===== src/rtl/pipe_stage_ctl.sv =====
// Parametrised MIPS inter-stage pipeline register: DEPTH stages of {valid, ctrl, data}
// with stall (hold), flush (bubble insertion), occupancy and saturating stall counters.
module pipe_stage_ctl #(
  parameter int DATA_W = 69,
  parameter int CTRL_W = 12,
  parameter int DEPTH  = 1,
  parameter int CNT_W  = 16
) (
  input  logic              clk,
  input  logic              rst_n,
  input  logic              stall_i,
  input  logic              flush_i,
  input  logic              in_valid,
  input  logic [CTRL_W-1:0] in_ctrl,
  input  logic [DATA_W-1:0] in_data,
  output logic              out_valid,
  output logic [CTRL_W-1:0] out_ctrl,
  output logic [DATA_W-1:0] out_data,
  output logic [2:0]        occupancy,
  output logic [CNT_W-1:0]  stall_cycles
);

  // Token semantics: a token enters stage 0 on every edge with flush_i=0 and
  // stall_i=0, marked by in_valid. There is no ready: stall_i holds every stage
  // (last one included, so its token is not consumed) and flush_i kills them all.

  logic [DEPTH-1:0]  vld_q;
  logic [CTRL_W-1:0] ctrl_q [DEPTH];
  logic [DATA_W-1:0] data_q [DEPTH];
  logic [2:0]        occ_q;
  logic [CNT_W-1:0]  stall_q;
  logic              advance;

  assign advance = !flush_i && !stall_i;

  always_ff @(posedge clk or negedge rst_n) begin
    if (!rst_n) begin
      vld_q <= '0;
      for (int k = 0; k < DEPTH; k++) begin
        ctrl_q[k] <= '0;
        data_q[k] <= '0;
      end
    end else if (flush_i) begin
      // Data is left in place; only valid and ctrl are cleared so bubbles stay inert.
      vld_q <= '0;
      for (int k = 0; k < DEPTH; k++) begin
        ctrl_q[k] <= '0;
      end
    end else if (!stall_i) begin
      vld_q[0]  <= in_valid;
      ctrl_q[0] <= in_valid ? in_ctrl : '0;
      data_q[0] <= in_data;
      for (int k = 1; k < DEPTH; k++) begin
        vld_q[k]  <= vld_q[k-1];
        ctrl_q[k] <= ctrl_q[k-1];
        data_q[k] <= data_q[k-1];
      end
    end
  end

  // Occupancy tracks the popcount of vld_q without an adder tree.
  always_ff @(posedge clk or negedge rst_n) begin
    if (!rst_n) begin
      occ_q <= '0;
    end else if (flush_i) begin
      occ_q <= '0;
    end else if (advance) begin
      occ_q <= occ_q + 3'(in_valid) - 3'(vld_q[DEPTH-1]);
    end
  end

  always_ff @(posedge clk or negedge rst_n) begin
    if (!rst_n) begin
      stall_q <= '0;
    end else if (!flush_i && stall_i && (stall_q != '1)) begin
      stall_q <= stall_q + 1'b1;
    end
  end

  assign out_valid    = vld_q[DEPTH-1];
  assign out_ctrl     = ctrl_q[DEPTH-1];
  assign out_data     = data_q[DEPTH-1];
  assign occupancy    = occ_q;
  assign stall_cycles = stall_q;

endmodule


===== config.mk =====
export PLATFORM = sky130hd
export DESIGN_NAME = pipe_stage_ctl
export DESIGN_NICKNAME = d
export VERILOG_FILES = /design/src/rtl/pipe_stage_ctl.sv
export SDC_FILE = /design/constraint.sdc
export NUM_CORES = 1
export LEC_CHECK = 0
export CAP_MARGIN = 20
export CORE_AREA = 2 2 144 76
export CTS_CLUSTER_DIAMETER = 100
export CTS_CLUSTER_SIZE = 20
export DETAILED_ROUTE_END_ITERATION = 10
export DIE_AREA = 0 0 146 78
export PLACE_DENSITY = 0.83
export REMOVE_ABC_BUFFERS = 1
export SLEW_MARGIN = 30
export SYNTH_ARGS = -nofsm -noshare
export SYNTH_HDL_FRONTEND = slang
export SYNTH_SLANG_ARGS = --single-unit

===== constraint.sdc =====
create_clock -name clk -period 3.4 [get_ports clk]
set_clock_uncertainty 0.1 [all_clocks]
set_input_delay 0.51 -clock clk [delete_from_list [all_inputs] [get_ports clk]]
set_output_delay 0.51 -clock clk [all_outputs]
set_load 0.05 [all_outputs]

==> results of run 1 <==
-- kinds of logic after synthesis --
family          share of synthesized area, %
flops                                   62.9
mux                                     19.9
simple gates                            8.03
buf+inv                                 1.96
compound gates                          2.33
xor+xnor                                3.49
fa+ha+maj                               1.43
-- stage by stage --
stage / total power, uW / hold slack [ns]
2_1_floorplan: 2290 / 0.114
3_3_place_gp: 2800 / 0.387
3_5_place_dp: 2830 / 0.394
4_1_cts: 3850 / 0.152
5_1_grt: 3960 / 0.189
6_report: 3800 / 0.127
-- routing by layer --
| metal | share of wire, % | up-vias | global-route usage, % |
|---|---|---|---|
| li1 | - | 1398 | - |
| met1 | 39 | 1426 | 20.6 |
| met2 | 53 | 96 | 32.6 |
| met3 | 4.8 | 27 | 5.29 |
| met4 | 2.9 | 0 | 7.86 |
| met5 | 0 | - | 0 |
-- flip-flops by register name (all words and copies together) (netlist names) --
register and count:
occupancy 3, out_ctrl 12, out_data 69, out_valid 1, stall_cycles 16
-- worst min path at each step --
stage | from | endpoint | slack, ns | cells after the start
2_1_floorplan | rst_n | occupancy[0] | 0.11 | 0
3_5_place_dp | out_data[3] | out_data[3] | 0.39 | 1
3_3_place_gp | out_data[27] | out_data[27] | 0.39 | 1
4_1_cts | rst_n | out_data[41] | 0.15 | 1
5_1_grt | rst_n | out_data[11] | 0.19 | 1
6_report | rst_n | out_data[11] | 0.13 | 1
-- power groups by stage --
stage	registers [uW]	logic [uW]	clock network, uW
2_1_floorplan	2070	211	0
3_3_place_gp	1500	1310	0
3_5_place_dp	1510	1320	0
4_1_cts	1490	1330	1040
5_1_grt	1510	1370	1090
6_report	1480	1310	1010
-- cell usage in the layout, fill, tap and decap left out, types with 5 or more instances in the layout --
| master | count |
|---|---|
| and3_1 | 16 |
| xnor2_1 | 15 |
| clkbuf_16 | 9 |
| mux2_2 | 70 |
| clkdlybuf4s50_1 | 185 |
| buf_4 | 5 |
| a21oi_1 | 14 |
| dfrtp_1 | 101 |
| nand4_1 | 10 |
| nor2_1 | 17 |
| nand2_1 | 7 |
| nand3_1 | 5 |
-- layout make-up --
cell class                 instances  share of cell area, %
clock buffer                      11                   3.83
clock inverter                     5                  0.790
inverter                           4                  0.237
multi-input combinational        170                   22.4
sequential                       101                   39.9
tap                              140                   2.76
timing repair buffer             191                   30.1
==> results by group, run 1 <==
Power and ir drop
  • Sequential share of power: between 30 and 40%
  • P_int: roughly 2500 uW
  • Max VDD drop: 264 uV
  • Switching share of power: 35.3%
  • Clock Power Share: between 20% and 30%
  • Sw Pwr: 1340 uW
  • Logic gate share of total power: 34.5%
  • Leak: roughly 0.0026 uW
  • PD cells: between 500 and 600 nW/um^2

Finish
  • Layout area overhead: 57.7%
  • Fillers: 761
  • Multi-input combinational cell area: 1420 um^2
  • Final #Nets: 567
  • Finished Cell Area: 6340 um^2
  • Number of inserted diodes: 0
  • Storage cell area: between 2000 and 3000 um^2
  • Count of non-filler cells in the finished layout: 622
  • Layout cells sized above 1: between 10% and 20%
  • Util after Layout: a little over three fifths

Critical path
  • Worst R2R Start: occupancy[0]
  • Flop-to-flop setup slack: 1.30 ns
  • Required time worst endpoint: approximately 3.5 ns
  • Critical path endpoint: stall_cycles[10]
  • CP delay by family, top: buffers and inverters
  • CP arrival: 2.43 ns
  • CP startpoint kind: input port
  • Setup Crit Path Kind: in -> reg
  • Worst path bufs/invs: 2
  • Crit path max fanout: 12
  • CP peak stage delay: 0.69 ns
  • Instance count on the critical path: 5
  • CP startpoint: stall_i
  • Nature of the critical path endpoint: flip-flop
  • CP max-delay cell: clkdlybuf4s50_1
  • Worst Reg2Reg Path Length in Cells: 9
  • CP Cell Sequence: clkdlybuf4s50_1, inv_1, nor4_1, nand4_1, xnor2_1
  • Reg2reg end: occupancy[2]

Routing
  • Vias per std cell: roughly 4.7
  • Via Count: 2,947
  • Drt drc: 0
  • Routed len/inst: 16.2 um
  • Drt initial violations: about 130
  • Antenna-violating nets left: 0
  • Pre-antenna DRT Iters: 6
  • Drt total wl: just over 10,000 um

Floorplan
  • Initial Util: roughly two fifths
  • Die Ht: 78 um
  • Die area: approximately 11,000 um^2
  • Die X: roughly 150 um
  • Core box area: about 10,000 um^2
  • Row count: 26
  • I/O pin count: 187

Yosys
  • Area leader, netlist: dfrtp_1
  • Avg Inst Size Synth: 13.9 um^2
  • Post-synthesis sequential area ratio: 62.9%
  • Synth cell types: 25
  • Synth area leaders: dfrtp_1, mux2_2, xnor2_1
  • Synth Instances: 289
  • Top FF cell, synth: dfrtp_1
  • Commonest cells post-synth: dfrtp_1, mux2_2, nor2_1, and3_1, xnor2_1
  • Ys Warns: 0
  • Post-synth ARST share: 100%
  • Synthesized flop and latch total: 101
  • Count leader, synth: dfrtp_1
  • Number of flops mapped to enable cells by yosys: 0
  • Mapped Area: 4020 um^2
  • Top cell type's share of synthesized area: 62.9%

Place
  • Detailed Place HPWL: 7450 um
  • Post-DP Area: 6040 um^2
  • Cells after DPL: 606
  • GP Congestion: 0.739
  • Pre-CTS WS: slightly below 0.8 ns
  • IO Port Bufs: 186

Timing
  • Final Setup Violations: 0
  • Tightest Pin Transition: 0.724 ns
  • Fmax: 435 MHz
  • Final hold viol count: 0
  • Max-slew violation count: 0
  • Final worst slack: approximately 1.1 ns
  • Final Cycle Share: 67.7%
  • Minimum clock period: 2.30 ns
  • Final setup TNS: 0 ns
  • RSZ-0062 raised after global routing: false
  • Rel. slew slack: 51.7%

Clocking
  • Clk_lat worst skew: about 0.34 ns
  • Worst-path clk slew: 0.07 ns
  • Clk root buf: clkbuf_16
  • CTS buffer count: 9
  • Clock sink count: 101
  • Worst-case clock buffer depth: 2
  • Post-CTS Setup Bufs: 0
  • CTS H-tree depth: 3
  • Hold-fix buffers, CTS: 0
  • TritonCTS clock tree: done
  • Post-CTS sizing: 0

Global routing
  • Total grt overflow: 0
  • Initial antenna violation count: 0
  • Vias in the first global route: 3,121
  • First-pass GRT wire length: about 16,000 um
  • Largest net degree at the start of global routing: 70
  • Total GRT Usage: 18.2%

Job
  • Max-Cap Viols: 0

Hold path
  • Hold Crit Class: in -> async

Outcome
  • Outcome: finished clean
No activity file was read; power rests on OpenSTA's default activity.
==> run 2: changes to the inputs <==
==> constraint.sdc (replaced) <==
create_clock -name clk -period 2.35 [get_ports clk]
set_clock_uncertainty 0.1 [all_clocks]
set_input_delay 0.3525 -clock clk [delete_from_list [all_inputs] [get_ports clk]]
set_output_delay 0.3525 -clock clk [all_outputs]
set_load 0.05 [all_outputs]
==> results by group, run 2 (synthesis results as in run 1) <==
Outcome
  • Outcome: finished clean

Critical path
  • CP peak stage delay: 0.85 ns (+0.16 ns)
  • Critical path endpoint: stall_cycles[9]
  • CP startpoint kind: flip-flop
  • Reg2reg end: occupancy[2]
  • CP arrival: 1.64 ns (-0.79 ns)
  • Worst R2R Start: occupancy[0]
  • Worst Reg2Reg Path Length in Cells: 9 (unchanged)
  • CP max-delay cell: clkdlybuf4s50_1
  • Required time worst endpoint: 1.90 ns (-1.63 ns)
  • CP delay by family, top: buffers and inverters
  • CP startpoint: stall_cycles[9]
  • Setup Crit Path Kind: reg -> out
  • Instance count on the critical path: 1 (-4)
  • Worst path bufs/invs: 1 (-1)
  • Flop-to-flop setup slack: 0.30 ns (-1.00 ns)
  • Nature of the critical path endpoint: output port
  • Crit path max fanout: 7 (-5)
  • CP Cell Sequence: clkdlybuf4s50_1

Finish
  • Number of inserted diodes: 0 (unchanged)
  • Most frequent cells in the layout: clkdlybuf4s50_1, dfrtp_1, mux2_2
  • Count of non-filler cells in the finished layout: 628 (+0.96%)
  • Layout cells sized above 1: 20.1% (+0.99 points)
  • Util after Layout: 64.2% (+0.97 points)
  • Max reg flops: 69 (unchanged)
  • Layout area overhead: 60.1%
  • Finished Cell Area: 6430 um^2 (+1.5%)
  • Most common cell after layout, fill and taps aside: clkdlybuf4s50_1
  • Final #Nets: 573 (+1.1%)

Timing
  • Fmax: 478 MHz
  • Final Cycle Share: 89.1%
  • Final Setup Violations: 0 (unchanged)
  • Tightest Pin Transition: 0.593 ns (-0.131 ns)
  • Minimum clock period: 2.09 ns
  • Rel. slew slack: 60.5% (+8.8 points)
  • RSZ-0062 raised after global routing: false
  • Final worst slack: 0.257 ns (-0.842 ns)
  • Max-slew violation count: 0 (unchanged)
  • Final hold viol count: 0 (unchanged)

Place
  • GP Congestion: 0.736 (-0.43%)
  • IO Port Bufs: 186 (unchanged)
  • Pre-CTS WS: 0.189 ns (-0.595 ns)
  • Post-DP Area: 6090 um^2 (+0.83%)
  • Cells after DPL: 611 (+0.83%)
  • Detailed Place HPWL: 7380 um (-0.92%)

Floorplan
  • Die X: 146 um (unchanged)
  • Row count: 26 (unchanged)
  • Die area: 11,400 um^2 (unchanged)
  • Core box area: 10,000 um^2 (unchanged)
  • Die Ht: 78 um (unchanged)
  • Initial Util: 40.1% (unchanged)
  • I/O pin count: 187 (unchanged)

Power and ir drop
  • PD cells: 880 nW/um^2 (+47%)
  • Leak: 0.00269 uW (+1.6%)
  • Max VDD drop: 419 uV (+58%)

Clocking
  • Worst-path clk slew: 0.07 ns (about the same)
  • CTS H-tree depth: 3 (unchanged)
  • TritonCTS clock tree: done
  • Clk root buf: clkbuf_16
  • Worst-case clock buffer depth: 2 (unchanged)
  • Clk_lat worst skew: 0.33 ns (about the same)
  • CTS buffer count: 9 (unchanged)
  • Post-CTS Setup Bufs: 0 (unchanged)
  • Clock sink count: 101 (unchanged)

Global routing
  • Initial antenna violation count: 0 (unchanged)
  • Vias in the first global route: 3,094 (-0.87%)
  • Total grt overflow: 0 (unchanged)
  • Total GRT Usage: 17.3% (-0.91 points)
  • Largest net degree at the start of global routing: 70 (unchanged)
  • First-pass GRT wire length: 15,600 um (-3.8%)

Routing
  • Drt initial violations: 112 (-15%)
  • Routed len/inst: 15.6 um (-3.7%)
  • Drt total wl: 9800 um (-2.7%)
  • Pre-antenna DRT Iters: 5 (-1)
  • Via Count: 2,977 (+1.0%)
  • Antenna-violating nets left: 0 (unchanged)
  • Vias per std cell: 4.74 (about the same)
  • Drt drc: 0 (unchanged)

Hold path
  • Hold Crit Class: reg -> reg
  • Hold path depth: 1

Job
  • Max-Cap Viols: 0 (unchanged)
run 2: what timing repair did:
action / 4_1_cts / 5_1_grt
endpoints found under the hold margin: 41 / 0
gates resized for setup: 0 / 0
hold buffers: 1 / 0
run 2: worst min path at each step:
stage                             from            to  slack (ns)
after floorplan                  rst_n  occupancy[0]       -0.04
after global placement           rst_n  out_data[34]        0.30
after detailed placement         rst_n   out_data[3]        0.30
after CTS                 out_data[56]  out_data[56]        0.41
after global routing      out_data[46]  out_data[46]        0.42
final                     out_data[52]  out_data[52]        0.41
run 2: layout make-up:
class                   instances  area (um^2)
flip-flops and latches        101         2530
multi-input cells             170         1420
well taps                     140          175
repair buffers                197         1970
inverters                       4         15.0
clock inverters                 7          105
clock buffers                   9          225
fillers                       777         3580
run 2: per-stage QoR:
| stage | total power (uW) | setup TNS, ns | hold WS [ns] |
|---|---|---|---|
| final | 5660 | 0 | 0.406 |
| after global routing | 5900 | 0 | 0.424 |
| after CTS | 5730 | 0 | 0.410 |
| after global placement | 4060 | 0 | 0.295 |
| after detailed placement | 4100 | 0 | 0.302 |
| after floorplan | 3310 | -29.89 | -0.0431 |
run 2: power breakdown:
group / internal [uW] / switching [uW] / total [uW]
sequential: 1970 / 168 / 2140
clock: 950 / 664 / 1610
combinational: 743 / 1160 / 1910
total: 3670 / 2000 / 5660
run 2: per-layer routing:
metal,vias to the layer above,global-route usage (%),wire length (um)
li1,1409,-,-
met1,1458,19.4,3860
met2,98,32.1,5240
met3,12,5.53,535
met4,0,4.85,158
met5,-,0,0
